<file path="src/rtl/mem_arbiter.sv">
// mem_arbiter: two-client (icache/dcache) arbiter onto a single RAM port.
// Latency: one registered arbitration cycle from request to RAM enable; data returns in the ram_ready cycle.
// Backpressure: clients are stalled by iwait/dwait=1 until the RAM completes their access via ram_ready.
//
// Ports
//   CLK, RST            rising-edge clock, synchronous active-high reset
//   iREN, iaddr         icache read request and word address
//   iload, iwait        icache read data (copy of ramload) and completion strobe (0 = done)
//   dREN, dWEN          dcache read / write request (write wins if both set)
//   daddr, dstore       dcache word address and write data
//   dload, dwait        dcache read data (copy of ramload) and completion strobe (0 = done)
//   ramREN, ramWEN      RAM read / write enables
//   ramaddr, ramstore   RAM address and write data
//   ramload, ram_ready  RAM read data and access-complete indication
//
// Arbitration summary
//   The dcache normally wins.  After every dcache completion the grant is parked
//   in DHOLD for HOLD_CYCLES cycles so the second word of a two-word block
//   transfer is not overtaken by the icache.  A saturating streak counter
//   counts dcache completions that happened while the icache was waiting; once
//   it reaches MAX_DSTREAK the icache is granted ahead of the dcache.

`default_nettype none

module mem_arbiter #(
   parameter int HOLD_CYCLES = 2,
   parameter int MAX_DSTREAK = 4
) (
   input  logic        CLK,
   input  logic        RST,

   // icache side
   input  logic        iREN,
   input  logic [31:0] iaddr,
   output logic [31:0] iload,
   output logic        iwait,

   // dcache side
   input  logic        dREN,
   input  logic        dWEN,
   input  logic [31:0] daddr,
   input  logic [31:0] dstore,
   output logic [31:0] dload,
   output logic        dwait,

   // RAM side
   output logic        ramREN,
   output logic        ramWEN,
   output logic [31:0] ramaddr,
   output logic [31:0] ramstore,
   input  logic [31:0] ramload,
   input  logic        ram_ready
);

   // ------------------------------------------------------------------
   // Counter widths and constants
   // ------------------------------------------------------------------
   localparam int HW = $clog2(HOLD_CYCLES + 1);
   localparam int SW = $clog2(MAX_DSTREAK + 1);

   localparam logic [HW-1:0] HOLD_ZERO = '0;
   localparam logic [HW-1:0] HOLD_ONE  = HW'(1);
   localparam logic [HW-1:0] HOLD_LAST = HW'(HOLD_CYCLES - 1);
   localparam logic [HW-1:0] HOLD_SAT  = HW'(HOLD_CYCLES);

   localparam logic [SW-1:0] STREAK_ZERO = '0;
   localparam logic [SW-1:0] STREAK_ONE  = SW'(1);
   localparam logic [SW-1:0] STREAK_MAX  = SW'(MAX_DSTREAK);

   typedef enum logic [1:0] {
      IDLE   = 2'd0,
      DGRANT = 2'd1,
      IGRANT = 2'd2,
      DHOLD  = 2'd3
   } state_t;

   state_t          state;
   state_t          next_state;
   logic [HW-1:0]   hold_cnt;
   logic [HW-1:0]   hold_cnt_nxt;
   logic [SW-1:0]   streak;
   logic [SW-1:0]   streak_nxt;

   // Request summaries shared by next-state and output logic.
   logic d_req;
   logic i_starved;

   assign d_req     = dREN | dWEN;
   // The icache has been passed over MAX_DSTREAK times and must go next.
   assign i_starved = iREN & (streak == STREAK_MAX);

   // ------------------------------------------------------------------
   // State register
   // ------------------------------------------------------------------
   always_ff @(posedge CLK) begin
      if (RST) begin
         state    <= IDLE;
         hold_cnt <= HOLD_ZERO;
         streak   <= STREAK_ZERO;
      end else begin
         state    <= next_state;
         hold_cnt <= hold_cnt_nxt;
         streak   <= streak_nxt;
      end
   end

   // ------------------------------------------------------------------
   // Next-state logic
   // ------------------------------------------------------------------
   always_comb begin
      next_state   = state;
      hold_cnt_nxt = hold_cnt;
      streak_nxt   = streak;

      case (state)
         IDLE: begin
            if (i_starved) begin
               next_state = IGRANT;
            end else if (d_req) begin
               next_state = DGRANT;
            end else if (iREN) begin
               next_state = IGRANT;
            end
         end

         DGRANT: begin
            // A dropped request abandons the access even if the RAM happens
            // to signal ready in the same cycle: the enables are already low.
            if (!d_req) begin
               next_state = IDLE;
            end else if (ram_ready) begin
               next_state   = DHOLD;
               hold_cnt_nxt = HOLD_ZERO;
               // Only completions that made the icache wait count towards
               // starvation; an uncontended dcache completion clears it.
               if (iREN) begin
                  if (streak != STREAK_MAX) begin
                     streak_nxt = streak + STREAK_ONE;
                  end
               end else begin
                  streak_nxt = STREAK_ZERO;
               end
            end
         end

         IGRANT: begin
            if (!iREN) begin
               next_state = IDLE;
            end else if (ram_ready) begin
               next_state = IDLE;
               streak_nxt = STREAK_ZERO;
            end
         end

         DHOLD: begin
            // The dcache keeps the port across a one-cycle gap between the
            // two words of a block; the starvation limit still overrides.
            if (i_starved) begin
               next_state = IGRANT;
            end else if (d_req) begin
               next_state = DGRANT;
            end else if (hold_cnt == HOLD_LAST) begin
               next_state = IDLE;
            end else if (hold_cnt != HOLD_SAT) begin
               hold_cnt_nxt = hold_cnt + HOLD_ONE;
            end
         end

         default: begin
            next_state = IDLE;
         end
      endcase
   end

   // ------------------------------------------------------------------
   // Output logic
   // ------------------------------------------------------------------
   // Outputs are forced to their idle values while RST is high so that an
   // access interrupted by reset cannot produce a completion pulse in the
   // reset cycle itself.
   always_comb begin
      ramREN   = 1'b0;
      ramWEN   = 1'b0;
      ramaddr  = 32'h0;
      ramstore = 32'h0;
      iwait    = 1'b1;
      dwait    = 1'b1;

      if (!RST) begin
         case (state)
            DGRANT: begin
               ramaddr  = daddr;
               ramstore = dstore;
               ramWEN   = dWEN;
               ramREN   = dREN & ~dWEN;
               dwait    = ~(d_req & ram_ready);
            end

            IGRANT: begin
               ramaddr = iaddr;
               ramREN  = iREN;
               iwait   = ~(iREN & ram_ready);
            end

            default: begin
               // IDLE and DHOLD present nothing to the RAM; ram_ready is
               // ignored and both clients keep waiting.
            end
         endcase
      end
   end

   // Read data is broadcast; each client only samples it when its wait is 0.
   assign iload = ramload;
   assign dload = ramload;

endmodule

`default_nettype wire
</file>
<file path="config.mk">
export PLATFORM = sky130hd
export DESIGN_NAME = mem_arbiter
export DESIGN_NICKNAME = d
export VERILOG_FILES = /design/src/rtl/mem_arbiter.sv
export SDC_FILE = /design/constraint.sdc
export NUM_CORES = 1
export LEC_CHECK = 0
export BUFFER_PORTS_ARGS = -buffer_cell sky130_fd_sc_hd__clkbuf_2
export CORE_AREA = 2 2 102 104
export CTS_BUF_LIST = sky130_fd_sc_hd__clkbuf_8
export DETAILED_ROUTE_END_ITERATION = 10
export DIE_AREA = 0 0 104 106
export MAX_ROUTING_LAYER = met4
export SLEW_MARGIN = 30
export SYNTH_ARGS = -nofsm -noshare
export SYNTH_HDL_FRONTEND = slang
export SYNTH_SLANG_ARGS = --single-unit
</file>
<file path="constraint.sdc">
create_clock -name CLK -period 4.5 [get_ports CLK]
set_input_delay 0 -clock CLK [delete_from_list [all_inputs] [get_ports CLK]]
set_output_delay 0 -clock CLK [all_outputs]
set_load 0.02 [all_outputs]
</file>
==> flow_summary.toml, run 1 <==
[layout]
drive_above_1_share_pct = 52.6
multi_input_comb_area_um2 = 1000
fin_nets = 488
layout.area.seq_um2 = 140
area_growth_pct = 31.4
num-fill-cells = 1194

[floorplanning]
die_outline_area_um2 = 11000
y_dimension_of_the_die_um = 106
die_w_um = 104
core_region_area_um2 = 10000
floorplan.initialDensity_pct = 17.1
fp-row-count = 37
ioPinCount = 266

[global_routing]
grt_remaining_overflow = 0
globalRouteTotalUtil_pct = 12.6
grt_pass1_wl_mm = 10.7
pin_count_of_the_biggest_net_entering_global_routing = 39
number_of_antenna_violations_at_the_first_check_in_global_routing = 1
grt_pass1_vias = 1983

[sta]
final.hold.worst_slack_ns = 0.00000972
timing.fmax_mhz = 452
grt_setup_unrepaired = "false"
finalCriticalPeriod_ns = 2.21
final.setup_skew_ns = 0.00257
hold_viol_final = 0
final.setup.tns_ns = 0
setup_violations = 0
timing_max_transition_violations_final = 0
relSlewSlack_pct = 53.9
tightest_slew_ns = 0.692
post-route-period-util_pct = 49.1

[yosys]
synth_area_leaders = "sky130_fd_sc_hd__buf_4 28%, sky130_fd_sc_hd__a22oi_1 14%, sky130_fd_sc_hd__and2_1 12%"
syn_inst = 250
yosys_warnings = 0
synth_flop_cell = "sky130_fd_sc_hd__dfxtp_1"
ys_types = 29
portion_of_synthesized_cell_area_occupied_by_the_leading_cell_type_pct = 28.5
leading_cell_types_by_count_after_synthesis = "65 x sky130_fd_sc_hd__buf_4, 36 x sky130_fd_sc_hd__nor2_1, 33 x sky130_fd_sc_hd__and2_1, 32 x sky130_fd_sc_hd__a22oi_1, 13 x sky130_fd_sc_hd__clkbuf_1"
ys_seq_area_share_pct = 8.18
synthMostInstantiatedCell = "sky130_fd_sc_hd__buf_4"
synth_top_area_cell = "sky130_fd_sc_hd__buf_4"
synth.cell_area_um2 = 1710
postSynth.asyncResetShare_pct = 0
postSynthNetCount = 393
post_synthesis_sequential_element_count = 7
synth_enable_flop_cells = 0
post_synth.cell_area_avg_um2 = 6.86

[drt]
route.final.wire_length_mm = 7.21
drt.antenna.violating_nets = 0
drc = 0
detailedRoute.firstPassIterationCount = 4
dr.first_iter.drc_count = 99
routedWlPerCell_um = 15.0
detail_route.vias_per_cell = 4.27
vias = 2056

[worst_hold_path]
hold_path.class = "in2out"

[worst_setup_path]
cp-startpoint = "state[0]$_SDFFE_PP0P_"
required_ns = 4.65
cp-start-kind = "flop"
path_class = "reg2reg"
crit_path_end = "streak[2]$_SDFFE_PP0P_"
critical_path_arrival_ns = 2.37
critPathMaxFanout = 35
critical_path.reg2reg.startpoint = "state[0]$_SDFFE_PP0P_"
timing.reg2reg.worst_path_depth = 6
r2r_slack_ns = 2.29
reg2reg_to = "streak[2]$_SDFFE_PP0P_"
end_kind = "flop"

[place]
detail_placement_hpwl_mm = 6.12
numPortBuffers = 169
place_congestion = 0.732

[clock_tree]
ctsRootBufferMaster = "sky130_fd_sc_hd__clkbuf_8"
post_cts_hold_buffer_count = 0
number_of_gates_given_a_new_drive_strength_after_cts = 0
tritoncts_clock_tree = "built"
worst_skew_pair.late_latency_ns = 0.22
cts_h_tree_depth = 1
clkTransAtPathRegs_ns = 0.04
numCtsBuffers = 3
cts.sinks = 7
maximum_buffer_depth_of_the_clock_tree = 2
cts.repair_timing.setup_buffer_count = 0

[power]
power.density_nw_per_um2 = 182
p_leak_nw = 1.15
p_total_mw = 0.409
worst_ir_drop_vdd_uv = 65.6

[run]
maxCapViolCount = 0

[status]
status = "completed"
## cells in the final DEF (no fill, tap or decap), types with 2 or more instances in the layout
cell,synthesis,final
sky130_fd_sc_hd__a211o_1,2,2
sky130_fd_sc_hd__nand2_1,3,3
sky130_fd_sc_hd__o311ai_0,2,2
sky130_fd_sc_hd__nand3_1,2,2
sky130_fd_sc_hd__a21oi_1,9,9
sky130_fd_sc_hd__and2_1,33,33
sky130_fd_sc_hd__dfxtp_1,7,7
sky130_fd_sc_hd__nand4_1,2,2
sky130_fd_sc_hd__or3_1,3,3
sky130_fd_sc_hd__o21ai_0,5,5
sky130_fd_sc_hd__nor2_1,36,35
sky130_fd_sc_hd__nand2b_1,4,3
sky130_fd_sc_hd__a22oi_1,32,32
sky130_fd_sc_hd__inv_1,10,11
sky130_fd_sc_hd__clkbuf_8,0,3
sky130_fd_sc_hd__ha_1,9,8
sky130_fd_sc_hd__clkbuf_2,0,169
sky130_fd_sc_hd__nor2b_1,2,2
## flip-flops by register name, indices dropped and copies added (netlist names)
name	count
streak	3
hold_cnt	2
state	2
## critical path, stage by stage, from the launching register on
cell and delay, ns:
sky130_fd_sc_hd__dfxtp_1 0.33, sky130_fd_sc_hd__inv_1 0.11, sky130_fd_sc_hd__ha_2 0.63, sky130_fd_sc_hd__mux2_4 0.29, sky130_fd_sc_hd__o2111ai_4 0.15, sky130_fd_sc_hd__or4_1 0.48, sky130_fd_sc_hd__a21oi_1 0.14
## power breakdown
part | leakage (nW) | switching [mW] | internal [mW] | total [mW]
logic | 1.07 | 0.152 | 0.102 | 0.254
registers | 0.0568 | 0.00298 | 0.0655 | 0.0685
clock network | 0.0269 | 0.0277 | 0.0590 | 0.0867
total | 1.15 | 0.183 | 0.226 | 0.409
## stage by stage
| stage | instance area [um^2] | utilization (%) | worst slack (ns) | cells |
|---|---|---|---|---|
| after floorplan | 1710 | - | 2.74 | 250 |
| after global placement | 2190 | 21.9 | 1.87 | 476 |
| after detailed placement | 2200 | 22.0 | 2.25 | 476 |
| after CTS | 2250 | 22.5 | 2.24 | 480 |
| after global routing | 2250 | 22.5 | 2.10 | 481 |
| final | 2250 | 22.5 | 2.29 | 481 |
## metal layers
metal  GRT usage (%)  vias to the layer above  wire (um)
met1            17.2                      920       3240
li1                -                      968          -
met4            4.44                        0        217
met3            3.07                       32        737
met5               -                        -          0
met2            18.0                      136       3020
## logic make-up (layout without fill, tap and decap cells)
group           after synthesis  after routing  synth area share (%)
simple gates                 89             89                  26.9
fa+ha+maj                     9              9                  6.57
other cells                   0              1                     0
flops                         7              7                  8.17
compound gates               53             53                  22.8
mux                           2              2                  1.53
buf+inv                      90            184                  34.0
## cell type report
cell class,instances,share of cell area (%)
clock inverter,1,0.167
multi-input combinational,153,44.6
antenna,1,0.111
tap,136,7.56
sequential,7,6.22
timing repair buffer,170,37.9
clock buffer,3,1.83
inverter,10,1.67
## worst min-delay path by stage
stage / end / cells past startpoint / slack [ns] / startpoint
floorplan: dload[0] / 1 / 0.11 / ramload[0]
CTS: dload[2] / 0 / 0.0002 / ramload[2]
detailed placement: dload[2] / 0 / 0.0002 / ramload[2]
global placement: dload[2] / 0 / 0.0002 / ramload[2]
global route: dload[12] / 0 / 0.00004 / ramload[12]
finish: dload[22] / 0 / 0.00001 / ramload[22]
Note: power is estimated with default switching activity, not from simulation.
==> inputs of run 2 (changes only) <==
- clock period: 4.5 -> 2.08 ns (I/O delays scaled with it)
==> flow_summary.toml, run 2 (same netlist as run 1, synthesis figures left out) <==
[sta]
relSlewSlack_pct = 75.9
timing_max_transition_violations_final = 0
setup_violations = 0
final.setup.tns_ns = 0
grt_setup_unrepaired = "false"
finalCriticalPeriod_ns = 1.87
tightest_slew_ns = 0.358
timing.fmax_mhz = 533
hold_viol_final = 0
post-route-period-util_pct = 90.1
final.setup_skew_ns = 0.00121

[drt]
drt.antenna.violating_nets = 0
dr.first_iter.drc_count = 93
detail_route.vias_per_cell = 4.22
route.final.wire_length_mm = 7.18
detailedRoute.firstPassIterationCount = 4
vias = 2038
drc = 0
routedWlPerCell_um = 14.9

[global_routing]
grt_remaining_overflow = 0
number_of_antenna_violations_at_the_first_check_in_global_routing = 0
grt_pass1_wl_mm = 10.6
globalRouteTotalUtil_pct = 12.5
grt_pass1_vias = 1901
pin_count_of_the_biggest_net_entering_global_routing = 35

[clock_tree]
ctsRootBufferMaster = "sky130_fd_sc_hd__clkbuf_8"
post_cts_hold_buffer_count = 0
cts.sinks = 7
tritoncts_clock_tree = "built"
cts.repair_timing.setup_buffer_count = 0
numCtsBuffers = 3
number_of_gates_given_a_new_drive_strength_after_cts = 0
worst_skew_pair.late_latency_ns = 0.23
cts_h_tree_depth = 1
clkTransAtPathRegs_ns = 0.05
maximum_buffer_depth_of_the_clock_tree = 2

[place]
place_congestion = 0.826
numPortBuffers = 169
detail_placement_hpwl_mm = 6.16

[power]
share_seq_of_total_power_pct = 16.4
power.switching_fraction_pct = 45.3
power.internal_mw = 0.496
combPwrFrac_pct = 61.8
power.switching_mw = 0.411
power.density_nw_per_um2 = 401
clock_power_share_pct = 21.8
worst_ir_drop_vdd_uv = 138
p_total_mw = 0.907
p_leak_nw = 1.17

[floorplanning]
floorplan.initialDensity_pct = 17.1
die_w_um = 104
y_dimension_of_the_die_um = 106
fp-row-count = 37
die_outline_area_um2 = 11000
ioPinCount = 266
core_region_area_um2 = 10000

[worst_setup_path]
path_class = "reg2out"
timing.critical_path.slowest_stage_cell = "sky130_fd_sc_hd__dfxtp_1"
reg2reg_to = "streak[2]$_SDFFE_PP0P_"
critPathMaxFanout = 34
critical_path_arrival_ns = 1.87
slowest_delay_ns = 0.33
cp-start-kind = "flop"
timing.reg2reg.worst_path_depth = 6
r2r_slack_ns = 0.27
critical_path.reg2reg.startpoint = "state[0]$_SDFFE_PP0P_"
end_kind = "output port"
worstPathCellList = "inv_1 > ha_1 > inv_1 > nor2_2 > buf_4 > and2_1 > clkbuf_2"
required_ns = 2.08
critical-path-top-cell-by-count = "sky130_fd_sc_hd__inv_1"

[layout]
final_common_cell = "sky130_fd_sc_hd__clkbuf_2"
fin_nets = 491
n_antenna_cell = 0
layout.core_utilization_pct = 22.6
final_cell_mix = "169 x sky130_fd_sc_hd__clkbuf_2, 35 x sky130_fd_sc_hd__nor2_1, 33 x sky130_fd_sc_hd__and2_1, 32 x sky130_fd_sc_hd__a22oi_1, 11 x sky130_fd_sc_hd__inv_1"
drive_above_1_share_pct = 52.4
number_of_flip_flops_in_the_largest_register = 3
register_with_the_most_flip_flops = "streak"
biggest_regs = "streak: 3 flops, hold_cnt: 2 flops, state: 2 flops"
area_growth_pct = 32.0

[worst_hold_path]
hold_depth = 0
startpoint_of_the_most_critical_hold_path = "ramload[22]"
hold-path-endpoint = "dload[22]"
hold_path.class = "in2out"

[run]
maxCapViolCount = 0

[status]
status = "completed"
run 2: cell count changes in the layout (fill, tap and decap cells not counted), sizes merged:
cell   before  now
diode       1    0
buf         1    4
run 2: how the worst max path moves through the flow:
stage,startpoint,cells after the start,slack (ns),endpoint
floorplan,state[0]$_SDFFE_PP0P_,7,0.32,streak[2]$_SDFFE_PP0P_
global placement,state[0]$_SDFFE_PP0P_,6,0.34,streak[2]$_SDFFE_PP0P_
detailed placement,state[0]$_SDFFE_PP0P_,6,0.30,streak[2]$_SDFFE_PP0P_
CTS,state[1]$_SDFFE_PP0P_,7,0.18,ramstore[16]
global route,state[1]$_SDFFE_PP0P_,7,0.02,ramstore[20]
finish,state[1]$_SDFFE_PP0P_,7,0.21,ramstore[21]
run 2: critical path, delay by kind of cell, from the launching register on:
family                   cells  cell delay, ns
AND/OR/NAND/NOR              2            0.28
buffers and inverters        4            0.72
flip-flops                   1            0.33
adder cells (fa/ha/maj)      1            0.29
run 2: metal layers:
layer	GRT usage [%]	share of wire [%]	wire length [um]	vias to the layer above
li1	-	-	-	970
met1	14.1	38	2720	914
met2	17.1	41	2940	125
met3	8.46	18	1310	29
met4	5.31	3.0	213	0
met5	-	0	0	-
run 2: area by class of cell:
cell class	count	area (um^2)
clock buffers	3	41.3
fillers	1183	7740
clock inverters	1	3.75
well taps	136	170
multi-input cells	153	993
repair buffers	173	876
flip-flops and latches	7	140
inverters	10	37.5
run 2: power groups by stage:
stage	registers [mW]	clock network [mW]	logic [mW]
floorplan	0.149	0	0.517
detailed placement	0.151	0	0.563
finish	0.149	0.198	0.560
CTS	0.148	0.203	0.566
global route	0.150	0.212	0.624
global placement	0.150	0	0.555
run 2: through the flow:
step | worst slack (ns) | instances | hold WS, ns | cell area [um^2]
after CTS | 0.184 | 483 | 0.000200 | 2260
after global routing | 0.0211 | 483 | 0.0000396 | 2260
after detailed placement | 0.299 | 479 | 0.000200 | 2220
after global placement | 0.338 | 479 | 0.000200 | 2220
final | 0.205 | 483 | 0.00000973 | 2260
after floorplan | 0.317 | 250 | 0.113 | 1710
==> inputs of run 3 (changes only) <==
--- a/config.mk
+++ b/config.mk
@@ -12,5 +12,5 @@
 export DIE_AREA = 0 0 104 106
 export MAX_ROUTING_LAYER = met4
-export SLEW_MARGIN = 30
+export SLEW_MARGIN = 20
 export SYNTH_ARGS = -nofsm -noshare
 export SYNTH_HDL_FRONTEND = slang
==> constraint.sdc (replaced) <==
create_clock -name CLK -period 2.08 [get_ports CLK]
set_input_delay 0 -clock CLK [delete_from_list [all_inputs] [get_ports CLK]]
set_output_delay 0 -clock CLK [all_outputs]
set_load 0.005 [all_outputs]
==> flow_summary.toml, run 3 (same netlist as run 1, synthesis figures left out) <==
[status]
status = "completed"

[worst_hold_path]
hold_path.class = "in2out"
hold-path-endpoint = "dload[6]"
hold_depth = 0
startpoint_of_the_most_critical_hold_path = "ramload[6]"

[power]
combPwrFrac_pct = 59.0
power.switching_mw = 0.334
power.internal_mw = 0.495
worst_ir_drop_vdd_uv = 146
power.switching_fraction_pct = 40.3
clock_power_share_pct = 23.0
power.density_nw_per_um2 = 366
share_seq_of_total_power_pct = 17.9
p_leak_nw = 1.17

[sta]
timing_max_transition_violations_final = 0
final.setup_skew_ns = 0.00584
post-route-period-util_pct = 89.4
setup_slack_ns = 0.220
tightest_slew_ns = 0.380
relSlewSlack_pct = 74.4
final.hold.worst_slack_ns = 0.00000250
hold_viol_final = 0
timing.fmax_mhz = 538
final.setup.tns_ns = 0
grt_setup_unrepaired = "false"
setup_violations = 0
finalCriticalPeriod_ns = 1.86

[global_routing]
grt_pass1_wl_mm = 10.8
number_of_antenna_violations_at_the_first_check_in_global_routing = 0
grt_pass1_vias = 2049
globalRouteTotalUtil_pct = 12.7
grt_remaining_overflow = 0
pin_count_of_the_biggest_net_entering_global_routing = 35

[clock_tree]
cts_h_tree_depth = 1
numCtsBuffers = 3
maximum_buffer_depth_of_the_clock_tree = 2
ctsRootBufferMaster = "sky130_fd_sc_hd__clkbuf_8"
number_of_gates_given_a_new_drive_strength_after_cts = 0
cts.repair_timing.setup_buffer_count = 0
clkTransAtPathRegs_ns = 0.04
post_cts_hold_buffer_count = 0
tritoncts_clock_tree = "built"
worst_skew_pair.late_latency_ns = 0.23
cts.sinks = 7

[drt]
dr.first_iter.drc_count = 93
dr_wl_met3_mm = 1.25
detailedRoute.firstPassIterationCount = 4
routedWlPerCell_um = 14.7
route.final.wire_length_mm = 7.11
highest-signal-layer = "met4"
route.met2.wl_mm = 2.83
detail_route.vias_per_cell = 4.23
m1WireLength_mm = 2.81
drt.antenna.violating_nets = 0
drc = 0
vias = 2043

[place]
dpl_worst_slack_ns = 0.261
instance_area_after_placement_um2 = 2220
place_congestion = 0.774
detail_placement_hpwl_mm = 6.09
numPortBuffers = 169

[worst_setup_path]
reg2reg_to = "streak[2]$_SDFFE_PP0P_"
critical_path_arrival_ns = 1.86
timing.reg2reg.worst_path_depth = 6
end_kind = "output port"
cp-start-kind = "flop"
required_ns = 2.08
r2r_slack_ns = 0.24
critical_path.reg2reg.startpoint = "state[1]$_SDFFE_PP0P_"
path_class = "reg2out"
critPathMaxFanout = 34

[layout]
drive_above_1_share_pct = 52.4
biggest_regs = "streak: 3 flops, hold_cnt: 2 flops, state: 2 flops"
n_antenna_cell = 0
final_common_cell = "sky130_fd_sc_hd__clkbuf_2"
fin_nets = 491
area_growth_pct = 32.0
final_area_um2 = 2260
number_of_flip_flops_in_the_largest_register = 3
final_cell_mix = "169 x sky130_fd_sc_hd__clkbuf_2, 35 x sky130_fd_sc_hd__nor2_1, 33 x sky130_fd_sc_hd__and2_1, 32 x sky130_fd_sc_hd__a22oi_1, 11 x sky130_fd_sc_hd__inv_1"
register_with_the_most_flip_flops = "streak"

[run]
maxCapViolCount = 0

[floorplanning]
die_outline_area_um2 = 11000
fp-row-count = 37
core_region_area_um2 = 10000
floorplan.initialDensity_pct = 17.1
die_w_um = 104
y_dimension_of_the_die_um = 106
ioPinCount = 266
## run 3: worst max-delay path by stage
stage / from / end
2_1_floorplan: state[0]$_SDFFE_PP0P_ / streak[2]$_SDFFE_PP0P_
3_3_place_gp: state[1]$_SDFFE_PP0P_ / streak[2]$_SDFFE_PP0P_
3_5_place_dp: state[1]$_SDFFE_PP0P_ / streak[2]$_SDFFE_PP0P_
4_1_cts: state[1]$_SDFFE_PP0P_ / ramstore[20]
5_1_grt: state[1]$_SDFFE_PP0P_ / ramstore[20]
6_report: state[1]$_SDFFE_PP0P_ / ramstore[16]
## run 3: metal layers
metal  vias to the layer above  global-route usage (%)
met5                         -                       -
met4                         0                    4.44
met3                        34                    8.34
met2                       132                    17.6
met1                       907                    14.7
li1                        970                       -
## run 3: worst max-delay path, cell delays in order, from the launching register on
cell and delay (ns):
sky130_fd_sc_hd__dfxtp_1 0.33, sky130_fd_sc_hd__inv_1 0.10, sky130_fd_sc_hd__ha_1 0.32, sky130_fd_sc_hd__inv_1 0.14, sky130_fd_sc_hd__nor2_2 0.12, sky130_fd_sc_hd__buf_4 0.27
sky130_fd_sc_hd__and2_1 0.18, sky130_fd_sc_hd__clkbuf_2 0.16
## run 3: stage by stage
| stage | utilization, % | power, mW | std cells |
|---|---|---|---|
| finish | 22.6 | 0.828 | 483 |
| global route | 22.6 | 0.914 | 483 |
| CTS | 22.6 | 0.839 | 483 |
| detailed placement | 22.2 | 0.641 | 479 |
| global placement | 22.2 | 0.631 | 479 |
| floorplan | - | 0.513 | 250 |
## run 3: power by group through the flow
| stage | Combinational [mW] | Clock, mW | Sequential, mW |
|---|---|---|---|
| final | 0.489 | 0.191 | 0.149 |
| after global routing | 0.555 | 0.210 | 0.149 |
| after CTS | 0.494 | 0.196 | 0.149 |
| after detailed placement | 0.491 | 0 | 0.151 |
| after global placement | 0.482 | 0 | 0.150 |
| after floorplan | 0.364 | 0 | 0.149 |
## run 3: cell type report
type / count / area [um^2]
Fill cell: 1169 / 7740
Multi-Input combinational cell: 153 / 993
Timing Repair Buffer: 173 / 876
Tap cell: 136 / 170
Sequential cell: 7 / 140
Clock buffer: 3 / 41.3
Inverter: 10 / 37.5
Clock inverter: 1 / 3.75
